<file path="src/rtl/mem_pkg.sv">
// Shared definitions for the solver's node/state table memories.
package mem_pkg;

  localparam logic ST_IDLE  = 1'b0;
  localparam logic ST_CLEAR = 1'b1;

  localparam int SOLVER_DATA_W = 17;
  localparam int SOLVER_ADDR_W = 8;

endpackage

</file>
<file path="src/rtl/sdp_ram_core.sv">
// Bare simple-dual-port array: one synchronous write port, one registered read port, no reset.
module sdp_ram_core
  import mem_pkg::*;
#(
  parameter int DATA_W = SOLVER_DATA_W,
  parameter int ADDR_W = SOLVER_ADDR_W,
  parameter int DEPTH  = 1 << ADDR_W
) (
  input  logic              clk,
  input  logic              we,
  input  logic [ADDR_W-1:0] wr_addr,
  input  logic [DATA_W-1:0] wr_data,
  input  logic              re,
  input  logic [ADDR_W-1:0] rd_addr,
  output logic [DATA_W-1:0] q
);

  logic [DATA_W-1:0] mem [DEPTH];

  always_ff @(posedge clk) begin
    if (we) mem[wr_addr] <= wr_data;
  end

  // Read-before-write inside the array; the wrapper supplies write-first behaviour.
  always_ff @(posedge clk) begin
    if (re) q <= mem[rd_addr];
  end

endmodule

</file>
<file path="src/rtl/clr_sdp_ram.sv">
// Simple-dual-port RAM with registered reads, write-first bypass and a one-word-per-cycle
// clear engine, so the array itself never needs a reset and can map to block RAM.
module clr_sdp_ram
  import mem_pkg::*;
#(
  parameter int                DATA_W  = SOLVER_DATA_W,
  parameter int                ADDR_W  = SOLVER_ADDR_W,
  parameter int                DEPTH   = 1 << ADDR_W,
  parameter logic [DATA_W-1:0] CLR_VAL = '0
) (
  input  logic              clk,
  input  logic              rst,
  input  logic              clr_req,
  output logic              busy,
  input  logic              wr_en,
  input  logic [ADDR_W-1:0] wr_addr,
  input  logic [DATA_W-1:0] wr_data,
  input  logic              rd_en,
  input  logic [ADDR_W-1:0] rd_addr,
  output logic [DATA_W-1:0] rd_data,
  output logic              rd_valid,
  output logic              err
);

  localparam int                PTR_W     = (DEPTH > 1) ? $clog2(DEPTH) : 1;
  localparam logic [PTR_W-1:0]  LAST_PTR  = PTR_W'(DEPTH - 1);
  localparam logic [ADDR_W:0]   DEPTH_EXT = (ADDR_W + 1)'(DEPTH);

  logic              state;
  logic              state_nxt;
  logic              idle;
  logic [PTR_W-1:0]  clr_ptr;
  logic              wr_ok;
  logic              rd_ok;
  logic              wr_acc;
  logic              rd_acc;
  logic              hit;
  logic              mem_we;
  logic [ADDR_W-1:0] mem_addr;
  logic [DATA_W-1:0] mem_data;
  logic              hold_sel;
  logic [DATA_W-1:0] hold_data;
  logic [DATA_W-1:0] core_q;

  assign idle   = (state == ST_IDLE);
  assign wr_ok  = ({1'b0, wr_addr} < DEPTH_EXT);
  assign rd_ok  = ({1'b0, rd_addr} < DEPTH_EXT);
  assign wr_acc = idle && wr_en && wr_ok;
  assign rd_acc = idle && rd_en && rd_ok;
  assign hit    = wr_acc && rd_acc && (wr_addr == rd_addr);

  always_ff @(posedge clk) begin
    if (rst) state <= ST_CLEAR;
    else     state <= state_nxt;
  end

  always_comb begin
    state_nxt = state;
    case (state)
      ST_IDLE:  if (clr_req) state_nxt = ST_CLEAR;
      ST_CLEAR: if (clr_ptr == LAST_PTR) state_nxt = ST_IDLE;
    endcase
  end

  // The clear engine owns the write port for the whole of CLEAR.
  always_comb begin
    busy     = (state == ST_CLEAR);
    mem_we   = wr_acc && !rst;
    mem_addr = wr_addr;
    mem_data = wr_data;
    if (state == ST_CLEAR) begin
      mem_we   = !rst;
      mem_addr = ADDR_W'(clr_ptr);
      mem_data = CLR_VAL;
    end
  end

  always_ff @(posedge clk) begin
    if (rst) begin
      clr_ptr <= '0;
    end else if (state == ST_CLEAR) begin
      if (clr_ptr == LAST_PTR) clr_ptr <= '0;
      else                     clr_ptr <= clr_ptr + 1'b1;
    end else begin
      clr_ptr <= '0;
    end
  end

  // rd_data comes either from the array register or from a held value covering reset,
  // same-address bypass and out-of-range reads.
  always_ff @(posedge clk) begin
    if (rst) begin
      rd_valid  <= 1'b0;
      err       <= 1'b0;
      hold_sel  <= 1'b1;
      hold_data <= '0;
    end else begin
      rd_valid <= idle && rd_en;
      err      <= idle ? ((wr_en && !wr_ok) || (rd_en && !rd_ok)) : (wr_en || rd_en);
      if (idle && rd_en) begin
        if (!rd_ok) begin
          hold_sel  <= 1'b1;
          hold_data <= CLR_VAL;
        end else if (hit) begin
          hold_sel  <= 1'b1;
          hold_data <= wr_data;
        end else begin
          hold_sel  <= 1'b0;
        end
      end
    end
  end

  assign rd_data = hold_sel ? hold_data : core_q;

  sdp_ram_core #(
    .DATA_W (DATA_W),
    .ADDR_W (ADDR_W),
    .DEPTH  (DEPTH)
  ) u_core (
    .clk     (clk),
    .we      (mem_we),
    .wr_addr (mem_addr),
    .wr_data (mem_data),
    .re      (rd_acc && !hit),
    .rd_addr (rd_addr),
    .q       (core_q)
  );

endmodule

</file>
<file path="config.mk">
export PLATFORM = sky130hd
export DESIGN_NAME = clr_sdp_ram
export DESIGN_NICKNAME = d
export VERILOG_FILES = /design/src/rtl/mem_pkg.sv /design/src/rtl/sdp_ram_core.sv /design/src/rtl/clr_sdp_ram.sv
export SDC_FILE = /design/constraint.sdc
export NUM_CORES = 2
export LEC_CHECK = 0
export CORE_MARGIN = 10
export CORE_UTILIZATION = 50
export DETAILED_ROUTE_END_ITERATION = 7
export PLACE_DENSITY = 0.63
export SLEW_MARGIN = 20
export SYNTH_ARGS = -nofsm -noshare
export SYNTH_HDL_FRONTEND = slang
export SYNTH_HIERARCHICAL = 1
export SYNTH_MEMORY_MAX_BITS = 65536
export SYNTH_SLANG_ARGS = --single-unit
</file>
<file path="constraint.sdc">
create_clock -name clk -period 10.43 [get_ports clk]
set_input_delay 1.5645 -clock clk [delete_from_list [all_inputs] [get_ports clk]]
set_output_delay 1.5645 -clock clk [all_outputs]
set_load 0.01 [all_outputs]
</file>
# Word-level counts from Yosys, hierarchy flattened

Memories as Yosys holds them, arrays and structs flattened. A register that Yosys moved wholly into a read port is not among the register bits.
Index checks and enable logic that the tools add are counted.

Add/sub/neg operators: 1
Multipliers: 0
Div/mod/pow operators: 0
$lt $le $gt $ge: 0
Equality and inequality tests: 2
Shift operators: 0
Mux-type cells: 10
Bitwise operators: 1
Reduce and logical (&&, ||, !) cells: 12

Operators with widths:

| cell                                                          | number |
|---|---|
| 17-bit 2-to-1 mux                                             | 2 |
| 8-bit by 1-bit adder with 8-bit output, second input constant | 1 |
| 8-bit == test                                                 | 1 |
| 8-bit == test, second input constant                          | 1 |
| 8-bit 2-to-1 mux                                              | 1 |
| 1-bit logical AND                                             | 6 |
| 1-bit 2-to-1 mux                                              | 6 |
| 3-bit OR reduction                                            | 1 |
| 1-bit logical NOT                                             | 2 |
| 1-bit one-hot mux with 2 select lines                         | 1 |
| 2-bit AND reduction                                           | 1 |
| 2-bit OR reduction                                            | 1 |
| 1-bit logical OR                                              | 1 |
| 1-bit NOT                                                     | 1 |

Register bits after elaboration: 29
Bits in latches: 0
RAM bits: 4,352
Memory bits (read-only): 0
Input port bits: 38
Output and inout bits: 20
Logic and storage cells: 33
Memories kept: 1

Memories:

| memory     | words | width | rd ports | clocked after Yosys merged registers in | wr ports | line               | source |
|---|---|---|---|---|---|---|---|
| u_core.mem | 256   | 17    | 1        | 1                                       | 1        | sdp_ram_core.sv:18 | `logic [DATA_W-1:0] mem [DEPTH];` |

# Logic depth before layout (Yosys ltp)

Word-level depth: 6
Depth in mapped cells: 13
Mapped depth without buffers: 7

# Cells and area by module

Netlist, hierarchy kept.

Modules (own cells, without submodules):

| module       | times used | cells an instance | area an instance (sq um) | sequential area each (sq um) |
|---|---|---|---|---|
| sdp_ram_core | 1          | 7,797             | 169,874.2                | 131,195.8 |
| clr_sdp_ram  | 1          | 187               | 1,746.7                  | 580.6 |

# Least setup slack after synthesis

Ideal clock, no wire load.

Path type: input port to flip-flop
Start: input wr_data[0]
End: memory u_core/mem[0][0] (netlist name) (data pin)
Library setup time: 1.459 ns
Arrival time: 7.709 ns
Required time: 8.971 ns
Path slack: 1.262 ns
Cell stages on the path: 1
Path buffers: 0
Cells stage by stage: nor2b_1

Cells in the longest elaborated chain, start to end: 1

RTL lines:

| what              | line               | source |
|---|---|---|
| from (decl)       | clr_sdp_ram.sv:17  | `input logic [DATA_W-1:0] wr_data,` |
| 17-bit 2-to-1 mux | clr_sdp_ram.sv:71  | `if (state == ST_CLEAR) begin` |
| to (decl)         | sdp_ram_core.sv:18 |  |

Every way passes these cells.

# Worst setup path after layout

Start: input rd_addr[1]
End: register u_core.q[8], read port of u_core.mem (data pin)

Cells in the longest elaborated chain, start to end: 4

RTL lines:

| what              | line               | source |
|---|---|---|
| from (decl)       | clr_sdp_ram.sv:19  | `input logic [ADDR_W-1:0] rd_addr,` |
| 8-bit == test     | clr_sdp_ram.sv:50  | `assign hit = wr_acc && rd_acc && (wr_addr == rd_addr);` |
| 1-bit logical AND | clr_sdp_ram.sv:50  |  |
| 1-bit logical NOT | clr_sdp_ram.sv:125 | `.re (rd_acc && !hit),` |
| 1-bit logical AND | clr_sdp_ram.sv:125 |  |
| to (decl)         | sdp_ram_core.sv:15 | `output logic [DATA_W-1:0] q` |

Parallel ways exist; a longest one is shown, timed or not.
A chain may end at the register's enable or synchronous reset.

==> metrics.csv <==
stage;metric;value;unit
setup_path;startpoint;rd_addr[1];
power_and_ir_drop;p_int;28.70;mW
power_and_ir_drop;pwr-share-clk;0.432;
route;dr.pass1.iters;8;
min_path;min_path_type;reg2reg;
global_routing;grt-ovfl-total;0;
timing;worstMarginPinSlew;1248;ps
setup_path;timing.rr.start;busy;
timing;fmax;170.4;MHz
route;via_count;86250;
route;postRouteWirelength;469.4;mm
clocking;root_buffer;clkbuf_16;
global_routing;grt_usage;0.2517;
clocking;clk_latency;1010;ps
clocking;clock-sinks;4398;
timing;setup_violations;0;
logic_synthesis;synth_cell_type_count;80;
logic_synthesis;synth_edf_count;4369;
setup_path;crit_required;11280;ps
setup_path;cpMaxStageDelayCell;nor4_2;
logic_synthesis;synth_flop_cell;edfxtp_1;
logic_synthesis;synthesis.nets;8023;
place;gp_congestion;0.9345;
setup_path;crit_family;buffers and inverters;
die;die_w;605.9;um
timing;slew_headroom;0.1677;
logic_synthesis;syn_avg_cell_area;21.50;um2
power_and_ir_drop;p_sw;7.589;mW
route;wl_met3;51.68;mm
clocking;ctsHtreeMaxLevel;5;
timing;fin_ws;4560;ps
global_routing;grt_max_degree;225;
clocking;clk_pin_slew;60;ps
die;io_pins;58;
power_and_ir_drop;seq_power_share;0.528;
logic_synthesis;ys_seq_elements;4398;
power_and_ir_drop;power;36.29;mW
setup_path;crit_path_start_kind;primary input;
power_and_ir_drop;p_comb_frac;0.040;
logic_synthesis;ys_seq_area_frac;0.7678;
power_and_ir_drop;p_per_area;188.0;mW/mm2
clocking;cts_resized;0;
route;drt_iter0_markers;12030;
timing;maxSlewViolCount;0;
timing;finalClockSkew;94.26;ps
place;io_buffers;57;
route;viasPerCell;6.460;
setup_path;worstPathCellList;buf_8, buf_4, buf_12, buf_12, mux4_2, mux4_2, nand2_1, o311ai_1, buf_2, o31ai_1, nor4_2, and3_1;
cells_and_area;syn_to_final_growth;12.45;%
route;ant_nets;0;
place;place_ws;3854;ps
run;cap_violations;0;
setup_path;cp_max_fo;107;
die;die-area;0.3671;mm2
power_and_ir_drop;p_leak;62.19;nW
die;num_rows;215;
cells_and_area;drive_gt1_frac;0.2481;
setup_path;cp-end-kind;register;
cells_and_area;nNetsFinal;8424;
timing;tns;0;ps
route;remaining_drc_errors;0;
route;highest_layer;met5;
setup_path;cp.buffers_inverters;5;
timing;rsz0062_at_grt;false;
global_routing;antenna_found_initial;36;
power_and_ir_drop;ir_worst_vdd;153.4;uV
clocking;cts_buffer_depth;4;
timing;finalHoldViolations;0;
timing;holdWs;480.0;ps
setup_path;crit_arrival;6720;ps
clocking;cts_tree;built;
logic_synthesis;synthArstFlopShare;0;
min_path;hp-start;hold_data[2];
route;wire_per_inst;35.16;um
route;wl_met1;178.2;mm
route;dr_wl_met2;217.0;mm
power_and_ir_drop;swShare;0.2091;
logic_synthesis;syn_inst;7984;
logic_synthesis;netlist_area;0.1716;mm2
die;initial_core_util;0.5012;
die;fp.dieH;605.9;um
die;core;0.3424;mm2
setup_path;criticalPathCategory;in2reg;
place;dp_hpwl;273.7;mm
clocking;cts-hold-fix-buffers;0;
logic_synthesis;yosys_warnings;6;
timing;period_share;0.5628;
run_status;status;finished clean;
setup_path;max_stage_delay;930;ps
clocking;post_cts_buffers;0;
timing;period_minus_slack;5870;ps
global_routing;grt_pass1_vias;84360;
global_routing;grt_pass1_wl;660.1;mm
clocking;cts_buffers;440;
-- metrics by stage --
stage | cell area (um2) | utilization | instances
6_report | 193000 | 0.5635 | 13350
5_1_grt | 193000 | 0.5635 | 13340
4_1_cts | 192700 | 0.5627 | 13320
3_5_place_dp | 178400 | 0.5209 | 12500
3_3_place_gp | 178100 | 0.5201 | 12480
2_1_floorplan | 171600 | - | 7984
-- cells in the final DEF, fill, tap and decap left out, types with 86 or more instances in the layout --
master	synthesis	routed
a21oi_1	112	112
buf_4	37	332
clkbuf_1	156	86
clkbuf_16	0	447
clkinv_1	1	113
edfxtp_1	4369	4369
mux2i_1	526	526
mux4_2	897	897
nand2_1	218	216
nor2_1	344	160
nor2_2	0	146
nor3_1	112	112
o221ai_1	134	134
o22ai_1	186	186
-- worst reg2reg max path, cell delays in order, from the launching register on --
cell and delay, ps:
dfxtp_2 310, buf_4 550, mux2_1 560, nor2b_1 600, nand4_1 850, buf_4 600, nor2_2 930
-- state kept, by name (all words and copies together), names as in the netlist --
name        cells
busy            1
clr_ptr         8
err             1
hold_data      17
hold_sel        1
rd_valid        1
u_core/mem   4352
u_core/q       17
-- cells by family (layout without fill, tap and decap cells) --
kind of cell / after synthesis / count (layout) / share of synthesized area
flops: 4398 / 4398 / 0.7678
compound gates: 657 / 657 / 0.02703
other cells: 0 / 30 / 0
fa+ha+maj: 1 / 1 / 0.00007289
simple gates: 918 / 918 / 0.02445
buf+inv: 485 / 1264 / 0.02167
mux: 1514 / 1514 / 0.1584
xor+xnor: 11 / 11 / 0.0005614
-- power by group through the flow --
stage,logic [mW],clock network (mW),registers (mW)
floorplan,0.980,0,19.5
global placement,1.44,0,19.5
detailed placement,1.44,0,19.5
CTS,1.45,15.9,19.1
global route,1.51,16.6,19.1
finish,1.46,15.7,19.2
-- final timing paths --
kind	endpoint	slack (ps)	depth (start not counted)
worst min register to register	hold_data[2]	480	2
worst max register to register	u_core/mem[238][10]	5570	6
worst max-delay path	u_core/q[8]	4560	12
worst min-delay path	hold_data[2]	480	2
-- per-layer routing --
metal  vias to the layer above  GRT usage
li1                      34480          -
met5                         -          0
met4                        10     0.1029
met3                       949    0.06742
met1                     46000     0.3477
met2                      4807     0.3840
-- final cells by class --
class / instances / area (um2)
diodes: 30 / 75.07
clock buffers: 535 / 11540
clock inverters: 285 / 2760
fillers: 25040 / 149500
inverters: 8 / 43.79
multi-input cells: 3101 / 37110
flip-flops and latches: 4398 / 131800
well taps: 4557 / 5702
repair buffers: 436 / 3979
-- cells in the mapped netlist (20+ instances only) --
| master | n | share of area |
|---|---|---|
| edfxtp_1 | 4369 | 0.76 |
| mux4_2 | 897 | 0.12 |
| mux2i_1 | 526 | 0.031 |
| nor2_1 | 344 | 0.0075 |
| nand2_1 | 218 | 0.0048 |
| o22ai_1 | 186 | 0.0068 |
| clkbuf_1 | 156 | 0.0034 |
| o221ai_1 | 134 | 0.0068 |
| a21oi_1 | 112 | 0.0033 |
| nor3_1 | 112 | 0.0033 |
| buf_2 | 97 | 0.0028 |
| nand3_1 | 69 | 0.0020 |
| buf_6 | 58 | 0.0038 |
| mux4_1 | 46 | 0.0070 |
| buf_12 | 45 | 0.0052 |
| o21ai_0 | 43 | 0.0013 |
| nand2b_1 | 40 | 0.0015 |
| buf_1 | 39 | 0.00085 |
| buf_4 | 37 | 0.0016 |
| a22oi_1 | 33 | 0.0014 |
| nor2b_1 | 33 | 0.0012 |
| buf_8 | 30 | 0.0026 |
| dfxtp_1 | 29 | 0.0034 |
| mux2_1 | 25 | 0.0016 |
| nand4_1 | 23 | 0.00084 |
| mux2_2 | 20 | 0.0013 |
No activity file was read; power rests on OpenSTA's default activity.
